--- src/rtl/cpu_sequencer_if.sv ---
// Bus between the CPU sequencer and its environment: start/halt control, memory/datapath
// handshakes, stage enables, status and the retired-instruction count.
interface cpu_sequencer_if #(
  parameter int unsigned CNT_W = 16
) ();
  logic             start;
  logic             fetch_ready;
  logic             exec_stall;
  logic             halt_req;
  logic [2:0]       current_state;
  logic             fetch_en;
  logic             load_en;
  logic             exec_en;
  logic             wb_en;
  logic             busy;
  logic             timeout_err;
  logic [CNT_W-1:0] retired_cnt;

  modport master (
    input  start, fetch_ready, exec_stall, halt_req,
    output current_state, fetch_en, load_en, exec_en, wb_en, busy, timeout_err, retired_cnt
  );

  modport slave (
    output start, fetch_ready, exec_stall, halt_req,
    input  current_state, fetch_en, load_en, exec_en, wb_en, busy, timeout_err, retired_cnt
  );
endinterface

--- src/rtl/cpu_sequencer.sv ---
// Multi-cycle CPU control sequencer: IDLE->FETCH->LOAD->EXECUTE->WRITEBACK with fetch timeout,
// stallable execute and boundary halt. Define SEQ_PERF_CNT_EN to enable the retired counter.
module cpu_sequencer #(
  parameter int unsigned EXEC_CYCLES = 1,
  parameter int unsigned MAX_WAIT    = 15,
  parameter int unsigned CNT_W       = 16
) (
  input  logic            clk,
  input  logic            rst_n,
  cpu_sequencer_if.master bus
);
  localparam int unsigned WAIT_W = $clog2(MAX_WAIT + 1);
  localparam int unsigned EXEC_W = $clog2(EXEC_CYCLES + 1);
  localparam logic [WAIT_W-1:0] WAIT_LAST = WAIT_W'(MAX_WAIT - 1);
  localparam logic [EXEC_W-1:0] EXEC_LAST = EXEC_W'(EXEC_CYCLES - 1);

  typedef enum logic [2:0] {
    IDLE      = 3'd0,
    FETCH     = 3'd1,
    LOAD      = 3'd2,
    EXECUTE   = 3'd3,
    WRITEBACK = 3'd4,
    HALT      = 3'd5
  } state_e;

  state_e            state_q, state_d;
  logic [WAIT_W-1:0] wait_q, wait_d;
  logic [EXEC_W-1:0] exec_q, exec_d;
  logic              terr_q, terr_d;

  // Counters default to zero so that any state entering FETCH/EXECUTE starts them cleared.
  always_comb begin
    state_d = state_q;
    wait_d  = '0;
    exec_d  = '0;
    terr_d  = terr_q;
    case (state_q)
      IDLE: begin
        if (bus.start) state_d = FETCH;
      end
      FETCH: begin
        if (bus.fetch_ready) begin
          state_d = LOAD;
        end else if (wait_q == WAIT_LAST) begin
          state_d = HALT;
          terr_d  = 1'b1;
        end else begin
          wait_d = wait_q + WAIT_W'(1);
        end
      end
      LOAD: begin
        state_d = EXECUTE;
      end
      EXECUTE: begin
        if (bus.exec_stall) begin
          exec_d = exec_q;
        end else if (exec_q == EXEC_LAST) begin
          state_d = WRITEBACK;
        end else begin
          exec_d = exec_q + EXEC_W'(1);
        end
      end
      WRITEBACK: begin
        state_d = bus.halt_req ? HALT : FETCH;
      end
      HALT: begin
        if (bus.start) begin
          state_d = FETCH;
          terr_d  = 1'b0;
        end
      end
      default: begin
        state_d = IDLE;
      end
    endcase
  end

  always_ff @(posedge clk or negedge rst_n) begin
    if (!rst_n) begin
      state_q <= IDLE;
      wait_q  <= '0;
      exec_q  <= '0;
      terr_q  <= 1'b0;
    end else begin
      state_q <= state_d;
      wait_q  <= wait_d;
      exec_q  <= exec_d;
      terr_q  <= terr_d;
    end
  end

  assign bus.current_state = state_q;
  assign bus.fetch_en      = (state_q == FETCH);
  assign bus.load_en       = (state_q == LOAD);
  assign bus.exec_en       = (state_q == EXECUTE) && !bus.exec_stall;
  assign bus.wb_en         = (state_q == WRITEBACK);
  assign bus.busy          = (state_q == FETCH) || (state_q == LOAD) ||
                             (state_q == EXECUTE) || (state_q == WRITEBACK);
  assign bus.timeout_err   = terr_q;

`ifdef SEQ_PERF_CNT_EN
  logic [CNT_W-1:0] cnt_q, cnt_d;

  always_comb begin
    cnt_d = cnt_q;
    if (state_q == WRITEBACK) cnt_d = cnt_q + CNT_W'(1);
  end

  always_ff @(posedge clk or negedge rst_n) begin
    if (!rst_n) cnt_q <= '0;
    else        cnt_q <= cnt_d;
  end

  assign bus.retired_cnt = cnt_q;
`else
  assign bus.retired_cnt = {CNT_W{1'b0}};
`endif

  a_enables_onehot0: assert property (@(posedge clk) disable iff (!rst_n)
    $onehot0({bus.fetch_en, bus.load_en, bus.exec_en, bus.wb_en}));

endmodule
--- src/flat_wrapper.sv ---
// flat-port wrapper written by rule: the top's interface ports become plain ports
module cpu_sequencer_flat 
#(
  parameter int unsigned EXEC_CYCLES = 1,
  parameter int unsigned MAX_WAIT    = 15,
  parameter int unsigned CNT_W       = 16
)
  (clk, rst_n, bus_start, bus_fetch_ready, bus_exec_stall, bus_halt_req, bus_current_state, bus_fetch_en, bus_load_en, bus_exec_en, bus_wb_en, bus_busy, bus_timeout_err, bus_retired_cnt);
  cpu_sequencer_if #(.CNT_W(CNT_W)) bus_i ();
  input  logic clk;
  input  logic rst_n;
  input wire logic [$bits(bus_i.start)-1:0] bus_start;
  input wire logic [$bits(bus_i.fetch_ready)-1:0] bus_fetch_ready;
  input wire logic [$bits(bus_i.exec_stall)-1:0] bus_exec_stall;
  input wire logic [$bits(bus_i.halt_req)-1:0] bus_halt_req;
  output wire logic [$bits(bus_i.current_state)-1:0] bus_current_state;
  output wire logic [$bits(bus_i.fetch_en)-1:0] bus_fetch_en;
  output wire logic [$bits(bus_i.load_en)-1:0] bus_load_en;
  output wire logic [$bits(bus_i.exec_en)-1:0] bus_exec_en;
  output wire logic [$bits(bus_i.wb_en)-1:0] bus_wb_en;
  output wire logic [$bits(bus_i.busy)-1:0] bus_busy;
  output wire logic [$bits(bus_i.timeout_err)-1:0] bus_timeout_err;
  output wire logic [$bits(bus_i.retired_cnt)-1:0] bus_retired_cnt;
  assign bus_i.start = bus_start;
  assign bus_i.fetch_ready = bus_fetch_ready;
  assign bus_i.exec_stall = bus_exec_stall;
  assign bus_i.halt_req = bus_halt_req;
  assign bus_current_state = bus_i.current_state;
  assign bus_fetch_en = bus_i.fetch_en;
  assign bus_load_en = bus_i.load_en;
  assign bus_exec_en = bus_i.exec_en;
  assign bus_wb_en = bus_i.wb_en;
  assign bus_busy = bus_i.busy;
  assign bus_timeout_err = bus_i.timeout_err;
  assign bus_retired_cnt = bus_i.retired_cnt;
  cpu_sequencer #(.EXEC_CYCLES(EXEC_CYCLES), .MAX_WAIT(MAX_WAIT), .CNT_W(CNT_W)) u_core (.clk(clk), .rst_n(rst_n), .bus(bus_i));
endmodule
--- config.mk ---
export PLATFORM = sky130hd
export DESIGN_NAME = cpu_sequencer_flat
export DESIGN_NICKNAME = d
export VERILOG_FILES = /design/src/rtl/cpu_sequencer_if.sv /design/src/rtl/cpu_sequencer.sv /design/src/flat_wrapper.sv
export SDC_FILE = /design/constraint.sdc
export NUM_CORES = 1
export LEC_CHECK = 0
export CAP_MARGIN = 15
export CORE_MARGIN = 1.5
export CORE_UTILIZATION = 39
export DETAILED_ROUTE_END_ITERATION = 16
export PLACE_DENSITY = 0.79
export SYNTH_ARGS = -nofsm -noshare
export SYNTH_HDL_FRONTEND = slang
export SYNTH_SLANG_ARGS = --single-unit
--- constraint.sdc ---
create_clock -name clk -period 2.3 [get_ports clk]
set_input_delay 0.23 -clock clk [delete_from_list [all_inputs] [get_ports clk]]
set_output_delay 0.23 -clock clk [all_outputs]
set_load 0.05 [all_outputs]
==> flow_summary.html <==
<table>
<tr><th>Metric</th><th>Value</th></tr>
<tr><th colspan="2">Timing</th></tr>
<tr><td>Hold violation count in the final report</td><td>0</td></tr>
<tr><td>Setup-violating endpoint count in the final report</td><td>0</td></tr>
<tr><td>Final slew viol count</td><td>0</td></tr>
<tr><td>FMAX</td><td>466 MHz</td></tr>
<tr><td>RSZ-0062 raised after global routing</td><td>no</td></tr>
<tr><td>Post-route minimum period</td><td>2.15 ns</td></tr>
<tr><td>Headroom to the max-slew limit</td><td>0.666</td></tr>
<tr><td>Total negative slack for setup checks</td><td>0 ns</td></tr>
<tr><td>Skew final</td><td>0.00392 ns</td></tr>
<tr><td>Pin slew with the least headroom to its limit</td><td>0.500 ns</td></tr>
<tr><td>Tcrit/Tclk final</td><td>0.933</td></tr>
<tr><th colspan="2">Cells and area</th></tr>
<tr><td>Area growth, synth to finish</td><td>16.4%</td></tr>
<tr><td>Final cell count without fillers</td><td>103</td></tr>
<tr><td>Final standard cell utilization of the core</td><td>0.484</td></tr>
<tr><td>Fill cell count</td><td>148</td></tr>
<tr><td>Number of antenna cells inserted</td><td>0</td></tr>
<tr><td>Area occupied by registers</td><td>200 µm²</td></tr>
<tr><td>Final Instance Area</td><td>729 µm²</td></tr>
<tr><td>Multi-input combinational cell area</td><td>340 µm²</td></tr>
<tr><td>Fraction of final layout cells sized beyond drive strength 1</td><td>0.0690</td></tr>
<tr><td>Final nets</td><td>97</td></tr>
<tr><th colspan="2">Die</th></tr>
<tr><td>Site Rows</td><td>14</td></tr>
<tr><td>Num ports</td><td>31</td></tr>
<tr><td>Area of the die</td><td>1860 µm²</td></tr>
<tr><td>Core outline area</td><td>1510 µm²</td></tr>
<tr><td>Initial Utilization</td><td>0.416</td></tr>
<tr><td>Die height</td><td>43.1 µm</td></tr>
<tr><td>Width of the chip</td><td>43.1 µm</td></tr>
<tr><th colspan="2">Synth</th></tr>
<tr><td>Adder-cell share of the synthesized area</td><td>0.0399</td></tr>
<tr><td>Proportion of netlist area held by the largest area contributor</td><td>0.319</td></tr>
<tr><td>Synth Area in Simple Gates</td><td>0.275</td></tr>
<tr><td>Portion of netlist area occupied by mux cells</td><td>0</td></tr>
<tr><td>Synth Area in Compound Gates</td><td>0.0898</td></tr>
<tr><td>Mean cell area of the mapped netlist</td><td>8.47 µm²</td></tr>
<tr><td>Total standard cell area after synthesis</td><td>627 µm²</td></tr>
<tr><td>Register area share after synthesis</td><td>0.319</td></tr>
<tr><td>Biggest area consumer among synthesized cells</td><td>sky130_fd_sc_hd__dfrtp_1</td></tr>
<tr><td>Synth top area cells</td><td>sky130_fd_sc_hd__dfrtp_1 32%, sky130_fd_sc_hd__buf_4 19%, sky130_fd_sc_hd__nor2_1 6.6%, sky130_fd_sc_hd__ha_1 4.0%, sky130_fd_sc_hd__nor2b_1 3.0%</td></tr>
<tr><td>YS warnings</td><td>0</td></tr>
<tr><td>Parity-gate share of the synthesized area counting xor and xnor cells</td><td>0.0419</td></tr>
<tr><td>Synthesized instance count</td><td>74</td></tr>
<tr><td>Largest family of logic cells by synthesized area</td><td>simple AND/OR/NAND/NOR gates</td></tr>
<tr><td>Number of synthesized register bits</td><td>8</td></tr>
<tr><td>Cell variety after synth</td><td>29</td></tr>
<tr><th colspan="2">Global routing</th></tr>
<tr><td>GRT overflow</td><td>0</td></tr>
<tr><td>Global-route total usage across every layer</td><td>0.128</td></tr>
<tr><td>Antenna violations before repair</td><td>0</td></tr>
<tr><td>Largest net degree at the start of global routing</td><td>18</td></tr>
<tr><td>Global-route wire length before repair</td><td>1830 µm</td></tr>
<tr><td>Number of global-route vias before repair</td><td>448</td></tr>
<tr><th colspan="2">CTS</th></tr>
<tr><td>Clock tree from TritonCTS</td><td>yes</td></tr>
<tr><td>CTS clock-pin slew for the worst setup and hold paths</td><td>0.05 ns</td></tr>
<tr><td>H-tree depth reported by CTS</td><td>1</td></tr>
<tr><td>Max Buffers Root-to-Sink</td><td>2</td></tr>
<tr><td>Postcts setup bufs</td><td>0</td></tr>
<tr><td>Clock latency on the worst-skew pair</td><td>0.25 ns</td></tr>
<tr><td>Number of buffers inserted during clock tree synthesis</td><td>3</td></tr>
<tr><td>Root cell of the clock tree</td><td>sky130_fd_sc_hd__clkbuf_4</td></tr>
<tr><td>CTS sink count</td><td>8</td></tr>
<tr><th colspan="2">Pwr</th></tr>
<tr><td>VDD IR max</td><td>0.561 mV</td></tr>
<tr><td>Pwr/cell area</td><td>1430 nW/µm²</td></tr>
<tr><td>Leak</td><td>0.000368 µW</td></tr>
<tr><td>Final Power</td><td>1040 µW</td></tr>
<tr><th colspan="2">Worst hold path</th></tr>
<tr><td>Min-Delay Path Class</td><td>in -&gt; async</td></tr>
<tr><th colspan="2">Routing</th></tr>
<tr><td>Remaining antenna violation count</td><td>0</td></tr>
<tr><td>WL final</td><td>1050 µm</td></tr>
<tr><td>First-pass detailed-route iteration total</td><td>2</td></tr>
<tr><td>Count of vias placed by the detailed router</td><td>462</td></tr>
<tr><td>Final routed DRC violation total</td><td>0</td></tr>
<tr><td>Post-detailed-route via-to-cell ratio</td><td>4.49</td></tr>
<tr><td>Average wire per standard cell</td><td>10.2 µm</td></tr>
<tr><td>DRT iter0 DRCs</td><td>5</td></tr>
<tr><th colspan="2">Status</th></tr>
<tr><td>Status</td><td>completed</td></tr>
<tr><th colspan="2">Placement</th></tr>
<tr><td>Number of cells after detailed placement</td><td>100</td></tr>
<tr><td>Placer's final routability congestion estimate</td><td>0.714</td></tr>
<tr><td>Buffers on Ports</td><td>14</td></tr>
<tr><td>Cell area after placement</td><td>702 µm²</td></tr>
<tr><td>Half-perimeter wire length after detailed placement</td><td>804 µm</td></tr>
<tr><th colspan="2">Worst setup path</th></tr>
<tr><td>Total buffers and inverters traversed by the critical path</td><td>1</td></tr>
<tr><td>Critical-path top delay cell</td><td>sky130_fd_sc_hd__clkdlybuf4s50_1</td></tr>
<tr><td>Startpoint kind of the worst setup timing path</td><td>flip-flop</td></tr>
<tr><td>Worst reg2reg setup slack</td><td>0.51 ns</td></tr>
<tr><td>Class of the most critical setup path</td><td>reg -&gt; out</td></tr>
<tr><td>Data required time of the worst path</td><td>2.07 ns</td></tr>
<tr><td>Endpoint type of the worst setup path</td><td>output pin</td></tr>
<tr><td>Data arrival time of the critical path</td><td>1.92 ns</td></tr>
<tr><td>Cell-by-cell trace of the critical path</td><td>nand2b_1, nor2_1, clkdlybuf4s50_1</td></tr>
<tr><td>Cell class contributing the biggest share of worst-path delay</td><td>buffers and inverters</td></tr>
<tr><td>Maximum fanout along the worst path</td><td>17</td></tr>
<tr><td>Largest stage delay, worst path</td><td>0.81 ns</td></tr>
<tr><th colspan="2">Job</th></tr>
<tr><td>Number of max-capacitance violations reported</td><td>0</td></tr>
</table>
[metrics by stage]
step,hold WS [ns],setup WS [ns]
final,0.253,0.153
after global routing,0.285,0.00807
after CTS,0.257,0.108
after detailed placement,0.480,0.387
after global placement,0.472,0.407
after floorplan,-0.0656,0.193
[cells in the mapped netlist (all sizes together)]
| cell | n |
|---|---|
| a211oi | 1 |
| a21boi | 1 |
| a21oi | 3 |
| a22o | 1 |
| a22oi | 1 |
| and2 | 1 |
| and3 | 1 |
| and4b | 1 |
| buf | 17 |
| clkbuf | 2 |
| conb | 1 |
| dfrtp | 8 |
| ha | 2 |
| inv | 1 |
| nand2 | 3 |
| nand2b | 3 |
| nand3 | 3 |
| nand3b | 1 |
| nor2 | 11 |
| nor2b | 3 |
| nor3 | 1 |
| nor4 | 1 |
| o21ai | 2 |
| or2b | 1 |
| or4 | 1 |
| xnor2 | 2 |
| xor2 | 1 |
[where the power goes]
part,switching [µW],internal (µW)
Sequential,91.8,180
Combinational,435,233
Clock,44.2,59.5
Total,571,472
[kinds of logic (layout without fill, tap and decap cells)]
group / after synthesis / in the layout
buffers and inverters: 20 / 18
flip-flops: 8 / 8
AO/OA/AOI/OAI: 9 / 9
other: 1 / 16
AND/OR/NAND/NOR: 31 / 31
adder cells (fa/ha/maj): 2 / 2
XOR/XNOR: 3 / 3
[cells in the final DEF (no fill, tap or decap)]
cell type                          n
sky130_fd_sc_hd__a211oi_1          1
sky130_fd_sc_hd__a21boi_1          1
sky130_fd_sc_hd__a21oi_1           3
sky130_fd_sc_hd__a22o_1            1
sky130_fd_sc_hd__a22oi_1           1
sky130_fd_sc_hd__and2_1            1
sky130_fd_sc_hd__and3_1            1
sky130_fd_sc_hd__and4b_1           1
sky130_fd_sc_hd__buf_4             1
sky130_fd_sc_hd__clkbuf_4          3
sky130_fd_sc_hd__clkdlybuf4s50_1  11
sky130_fd_sc_hd__conb_1           16
sky130_fd_sc_hd__dfrtp_1           8
sky130_fd_sc_hd__dlymetal6s2s_1    2
sky130_fd_sc_hd__ha_1              2
sky130_fd_sc_hd__inv_1             1
sky130_fd_sc_hd__nand2_1           3
sky130_fd_sc_hd__nand2b_1          2
sky130_fd_sc_hd__nand2b_4          1
sky130_fd_sc_hd__nand3_1           3
sky130_fd_sc_hd__nand3b_1          1
sky130_fd_sc_hd__nor2_1           11
sky130_fd_sc_hd__nor2b_1           3
sky130_fd_sc_hd__nor3_1            1
sky130_fd_sc_hd__nor4_1            1
sky130_fd_sc_hd__o21ai_0           2
sky130_fd_sc_hd__or2b_1            1
sky130_fd_sc_hd__or4_4             1
sky130_fd_sc_hd__xnor2_1           2
sky130_fd_sc_hd__xor2_1            1
[sequential cells by signal, indices dropped and copies added, names as in the netlist]
signal / flops
u_core.bus.timeout_err: 1
u_core.bus.current_state: 3
u_core.wait_q: 4
[routing by layer]
metal / GRT usage / wire length [µm] / vias to the layer above
met1: 0.161 / 453 / 204
met3: 0.0170 / 69 / 0
li1: - / - / 242
met5: 0 / 0 / -
met2: 0.209 / 525 / 16
met4: 0.0727 / 0 / 0
[final timing paths]
kind,startpoint,depth (start not counted),end
setup / recovery,u_core.bus.current_state[2],3,bus_load_en
hold / removal,rst_n,1,u_core.wait_q[0]
setup reg to reg,u_core.wait_q[0],6,u_core.bus.current_state[2]
hold reg to reg,u_core.wait_q[0],1,u_core.wait_q[0]
max in group asynchronous,rst_n,1,u_core.bus.current_state[1]
min in group clk,u_core.wait_q[0],1,u_core.wait_q[0]
[final cells by class]
| type | instances | area share |
|---|---|---|
| Tap cell | 16 | 0.0274 |
| Inverter | 1 | 0.00515 |
| Clock buffer | 3 | 0.0309 |
| Multi-Input combinational cell | 61 | 0.467 |
| Sequential cell | 8 | 0.274 |
| Timing Repair Buffer | 14 | 0.196 |
[what timing repair did]
action	4_1_cts	5_1_grt
hold endpoints to repair	0	0
setup endpoints to repair	0	2
resized for setup	0	2
hold buffers	0	0
No activity file was read; power rests on OpenSTA's default activity.
